$ cat src/rtl/irq_cp0_ctrl.sv
// irq_cp0_ctrl - coprocessor-0 style interrupt controller.
// Edge-detects three interrupt lines into pending bits, holds the
// disable (0x16), mask (0x17) and EPC (0x0e) registers, and redirects the
// ID-stage next PC on interrupt entry and on eret.
//
// Ports:
//   clk, rst      rising-edge clock, asynchronous active-high reset
//   irq_in        raw interrupt lines (synchronous to clk)
//   take_ok       ID stage holds a valid, unpaused, unflushed instruction
//   resume_pc     ID-stage next PC, saved to EPC on entry
//   eret          ID stage decodes eret
//   mtc0_we       ID stage mtc0 write strobe
//   cp0_addr      CP0 register number
//   cp0_wdata     mtc0 write data
//   cp0_rdata     mfc0 read data (combinational)
//   redirect      next-PC override this cycle (combinational)
//   redirect_pc   target PC when redirect=1, else 0
//   irq_pending   pending interrupt bits
//   in_handler    FSM is in HANDLER
module irq_cp0_ctrl #(
    parameter logic [31:0] ENTRY2 = 32'h0000_0400,
    parameter logic [31:0] ENTRY1 = 32'h0000_0600,
    parameter logic [31:0] ENTRY0 = 32'h0000_0800
) (
    input  logic        clk,
    input  logic        rst,
    input  logic [2:0]  irq_in,
    input  logic        take_ok,
    input  logic [31:0] resume_pc,
    input  logic        eret,
    input  logic        mtc0_we,
    input  logic [4:0]  cp0_addr,
    input  logic [31:0] cp0_wdata,
    output logic [31:0] cp0_rdata,
    output logic        redirect,
    output logic [31:0] redirect_pc,
    output logic [2:0]  irq_pending,
    output logic        in_handler
);

    localparam logic [1:0] S_IDLE    = 2'd0;
    localparam logic [1:0] S_ARM     = 2'd1;
    localparam logic [1:0] S_HANDLER = 2'd2;

    localparam logic [4:0] A_EPC     = 5'h0e;
    localparam logic [4:0] A_DISABLE = 5'h16;
    localparam logic [4:0] A_MASK    = 5'h17;

    logic [1:0]  r_state;
    logic [1:0]  w_state_nxt;
    logic [2:0]  r_irq_prev;
    logic [2:0]  r_pending;
    logic        r_disable;
    logic [2:0]  r_mask;
    logic [31:0] r_epc;

    logic [2:0]  w_edge;
    logic [2:0]  w_req;
    logic [2:0]  w_sel;
    logic [31:0] w_entry_pc;
    logic        w_eret_go;
    logic        w_entry_go;
    logic        w_wr;

    assign w_edge    = irq_in & ~r_irq_prev;
    assign w_req     = r_pending & r_mask & {3{~r_disable}};
    assign w_eret_go = eret & take_ok;
    assign w_wr      = mtc0_we & take_ok;

    // Fixed priority select: line 2 highest, line 0 lowest.
    always_comb begin
        w_sel      = 3'b000;
        w_entry_pc = 32'h0;
        if (w_req[2]) begin
            w_sel      = 3'b100;
            w_entry_pc = ENTRY2;
        end else if (w_req[1]) begin
            w_sel      = 3'b010;
            w_entry_pc = ENTRY1;
        end else if (w_req[0]) begin
            w_sel      = 3'b001;
            w_entry_pc = ENTRY0;
        end
    end

    // Entry fires only from ARM; a concurrent eret takes the slot instead.
    assign w_entry_go = (r_state == S_ARM) && !w_eret_go && (w_req != 3'b000) && take_ok;

    // State register.
    always_ff @(posedge clk or posedge rst) begin
        if (rst) r_state <= S_IDLE;
        else     r_state <= w_state_nxt;
    end

    // Next-state logic.
    always_comb begin
        w_state_nxt = r_state;
        if (w_eret_go) begin
            w_state_nxt = S_IDLE;
        end else begin
            case (r_state)
                S_IDLE:    if (w_req != 3'b000) w_state_nxt = S_ARM;
                S_ARM: begin
                    if (w_req == 3'b000) w_state_nxt = S_IDLE;
                    else if (take_ok)    w_state_nxt = S_HANDLER;
                end
                S_HANDLER: w_state_nxt = S_HANDLER;
                default:   w_state_nxt = S_IDLE;
            endcase
        end
    end

    // Edge detector and pending latch; a new edge wins over a same-cycle clear.
    always_ff @(posedge clk or posedge rst) begin
        if (rst) begin
            r_irq_prev <= 3'b000;
            r_pending  <= 3'b000;
        end else begin
            r_irq_prev <= irq_in;
            r_pending  <= (r_pending & ~(w_entry_go ? w_sel : 3'b000)) | w_edge;
        end
    end

    // CP0 registers; entry and eret take precedence over mtc0.
    always_ff @(posedge clk or posedge rst) begin
        if (rst) begin
            r_disable <= 1'b0;
            r_mask    <= 3'b000;
            r_epc     <= 32'h0;
        end else begin
            if (w_entry_go)                           r_disable <= 1'b1;
            else if (w_eret_go)                       r_disable <= 1'b0;
            else if (w_wr && cp0_addr == A_DISABLE)   r_disable <= cp0_wdata[0];

            if (w_wr && cp0_addr == A_MASK)           r_mask <= cp0_wdata[2:0];

            if (w_entry_go)                           r_epc <= resume_pc;
            else if (w_wr && cp0_addr == A_EPC)       r_epc <= cp0_wdata;
        end
    end

    // Redirect is combinational so it lands in the same ID cycle; held low in reset.
    always_comb begin
        redirect    = 1'b0;
        redirect_pc = 32'h0;
        if (!rst) begin
            if (w_eret_go) begin
                redirect    = 1'b1;
                redirect_pc = r_epc;
            end else if (w_entry_go) begin
                redirect    = 1'b1;
                redirect_pc = w_entry_pc;
            end
        end
    end

    // mfc0 read mux.
    always_comb begin
        cp0_rdata = 32'h0;
        case (cp0_addr)
            A_DISABLE: cp0_rdata = {31'b0, r_disable};
            A_MASK:    cp0_rdata = {29'b0, r_mask};
            A_EPC:     cp0_rdata = r_epc;
            default:   cp0_rdata = 32'h0;
        endcase
    end

    assign irq_pending = r_pending;
    assign in_handler  = (r_state == S_HANDLER);

endmodule
$ cat config.mk
export PLATFORM = sky130hd
export DESIGN_NAME = irq_cp0_ctrl
export DESIGN_NICKNAME = d
export VERILOG_FILES = /design/src/rtl/irq_cp0_ctrl.sv
export SDC_FILE = /design/constraint.sdc
export NUM_CORES = 1
export LEC_CHECK = 0
export CORE_UTILIZATION = 40
export CTS_BUF_LIST = sky130_fd_sc_hd__clkbuf_8
export DETAILED_ROUTE_END_ITERATION = 8
export MAX_ROUTING_LAYER = met4
export PLACE_DENSITY = 0.87
export SLEW_MARGIN = 20
export SYNTH_ARGS = -nofsm -noshare
export SYNTH_HDL_FRONTEND = slang
export SYNTH_SLANG_ARGS = --single-unit
$ cat constraint.sdc
create_clock -name clk -period 2.8 [get_ports clk]
set_input_delay 0.7 -clock clk [delete_from_list [all_inputs] [get_ports clk]]
set_output_delay 0.7 -clock clk [all_outputs]
set_load 0.1 [all_outputs]
==> results.toml <==
[global_routing]
grt_max_degree = 45
antenna_found_initial = 0
grt_overflow = 0
grt_pass1_vias = 2746
grt_pass1_wl_microns = 13570
grt_usage_pct = 27.73

[logic_synthesis]
syn_area_sq_um = 2551
synth_flop_cell = "dfrtp_1"
yosys-top-cells-area = "dfrtp_1, mux2i_1, and2_1"
yosysTopAreaCell = "dfrtp_1"
synth-edff-count = 0
yosys_warnings = 0
synthCells = 274
yosys.cell_types.count = 30
syn-num-nets = 351
synth_async_sr_flop_share_pct = 100.0
seq_area_frac_synth_pct = 43.16
synth_top_area_share_pct = 43.16
synth_area_per_cell_sq_um = 9.311
ys_ff_latch = 44

[sta]
hold_ws_ns = 0.4230
maxSlewViolCount = 0
grt_setup_unrepaired = "true"
slew_headroom_pct = 61.63
max_freq_mhz = 358.7
tightest_slew_ns = 0.5755
skew_ns = 0.009726
fin_crit_sh_pct = 99.58
finalSetupViolations = 0
finalCriticalPeriod_ns = 2.788
timing_hold_violations_final = 0

[die]
io_pins = 146
die_y_microns = 81.86
dieArea_sq_um = 6701
rows = 28
die_x_microns = 81.86
core_sq_um = 6026
initial_core_util_pct = 42.34

[worst_setup_path]
cp-start-kind = "primary input"
end_kind = "primary output"
arrival_ns = 2.09
crit_type = "primary input to primary output"
critPathMaxFanout = 24
cp.required_ns = 2.10

[cts]
holdBufCountCts = 0
h-tree-depth = 2
clock_sinks = 44
cts_tree = "built"
cts_made_buffers = 5
clock_latency_ns = 0.29
clk_pin_slew_ns = 0.08
max-clock-path-buffers = 2
root_buffer = "clkbuf_8"
cts_setup_buffers = 0

[route]
routed_wl_microns = 8843
drtIter0Drc = 112
firstDrtPassIters = 4
routedWlPerCell_microns = 17.72
antenna_left = 0
drc = 0
num_vias = 2664
via_per_inst = 5.339

[placed_design]
dpl.hpwl_microns = 6971
io_buffers = 145
routabilityCongestion = 0.9222
placedCellCount = 493

[layout]
nNetsFinal = 502
layout_commonest_cell = "clkdlybuf4s50_1"
mostFrequentLayoutCells = "clkdlybuf4s50_1, buf_12, dfrtp_1, nor2_1, mux2i_1"
flow.area_growth_from_synthesis_pct = 93.48
diodes = 0
drive_gt1_share_pct = 28.77
fin_cells = 499

[power_and_ir_drop]
leakage_nw = 2.400
power_density_nw_per_um2 = 536.0
ir_worst_vdd_uv = 391.5

[min_path]
hp-class = "flop to flop"

[outcome]
status = "finished clean"

[run]
maxCapViolations = 0
## final cells by class
| class | instances | area [sq um] |
|---|---|---|
| Sequential cell | 44 | 1105 |
| Fill cell | 333 | 1090 |
| Clock buffer | 5 | 68.82 |
| Multi-Input combinational cell | 205 | 1365 |
| Clock inverter | 1 | 3.754 |
| Tap cell | 75 | 93.84 |
| Inverter | 6 | 26.28 |
| Timing Repair Buffer | 163 | 2273 |
## flip-flops by register name, summed over array words and instances (netlist names)
signal,cells
r_epc,32
irq_pending,3
r_irq_prev,3
r_mask,3
r_state,2
r_disable,1
## repair_timing
item / in CTS / in global routing
pin swaps: 5 / 4
resized for setup: 5 / 5
endpoints found under the setup margin: 5 / 57
## report_power, final
part           leakage [nW]  switching (W)  internal (W)
clock network        0.0413       0.000201      0.000163
registers             0.529       0.000195      0.000884
logic                  1.83       0.000684      0.000519
total                  2.40        0.00108       0.00157
## cell usage after synthesis (2+ instances only)
library cell / n
dfrtp_1: 44
nor2_1: 38
a21oi_1: 33
mux2i_1: 33
and2_1: 31
and3_1: 29
nand2_1: 10
clkbuf_1: 8
buf_6: 7
o21ai_0: 7
inv_1: 6
a22o_1: 3
buf_2: 3
mux2_2: 3
nand4_1: 3
o21ai_1: 2
## worst max-delay path, stage by stage
cell and delay, ns:
clkdlybuf4s50_1 0.43, and4bb_2 0.38, buf_12 0.16, and3_1 0.22
buf_12 0.19
## per-layer routing
layer	track usage, %	share of wire (%)	vias up
met2	52.23	55	108
met4	8.421	1.9	0
li1	-	-	1247
met1	28.65	36	1285
met5	-	0	-
met3	5.556	7.2	24
## stage by stage
step / worst slack, ns / utilization (%) / power [W] / setup TNS (ns) / area (sq um)
finish: 0.01177 / 81.91 / 0.002646 / 0 / 4936
global route: -0.02878 / 81.91 / 0.002783 / -0.3502 / 4936
CTS: -0.0002081 / 81.60 / 0.002654 / -0.0002081 / 4917
detailed placement: -0.04327 / 80.21 / 0.002290 / -0.08536 / 4833
global placement: 0.005972 / 80.21 / 0.002221 / 0 / 4833
floorplan: -0.1261 / - / 0.001783 / -0.2521 / 2604
## logic make-up (layout without fill, tap and decap cells)
family          after synthesis  after routing  synth area share (%)
compound gates               50             50                 10.84
buf+inv                      25            175                 6.032
flops                        44             44                 43.16
mux                          36             36                 14.27
simple gates                119            119                 25.70
## final timing paths
kind	cells after the start	startpoint	end	slack [ns]
worst min register to register	1	r_irq_prev[1]	irq_pending[1]	0.42
worst min-delay path	1	r_irq_prev[1]	irq_pending[1]	0.42
max in group asynchronous	4	rst	irq_pending[1]	1.21
min in group asynchronous	4	rst	r_disable	1.17
worst max-delay path	5	cp0_addr[4]	cp0_rdata[9]	0.01
worst max register to register	6	r_mask[0]	r_epc[20]	0.74
Note: power is estimated with default switching activity, not from simulation.
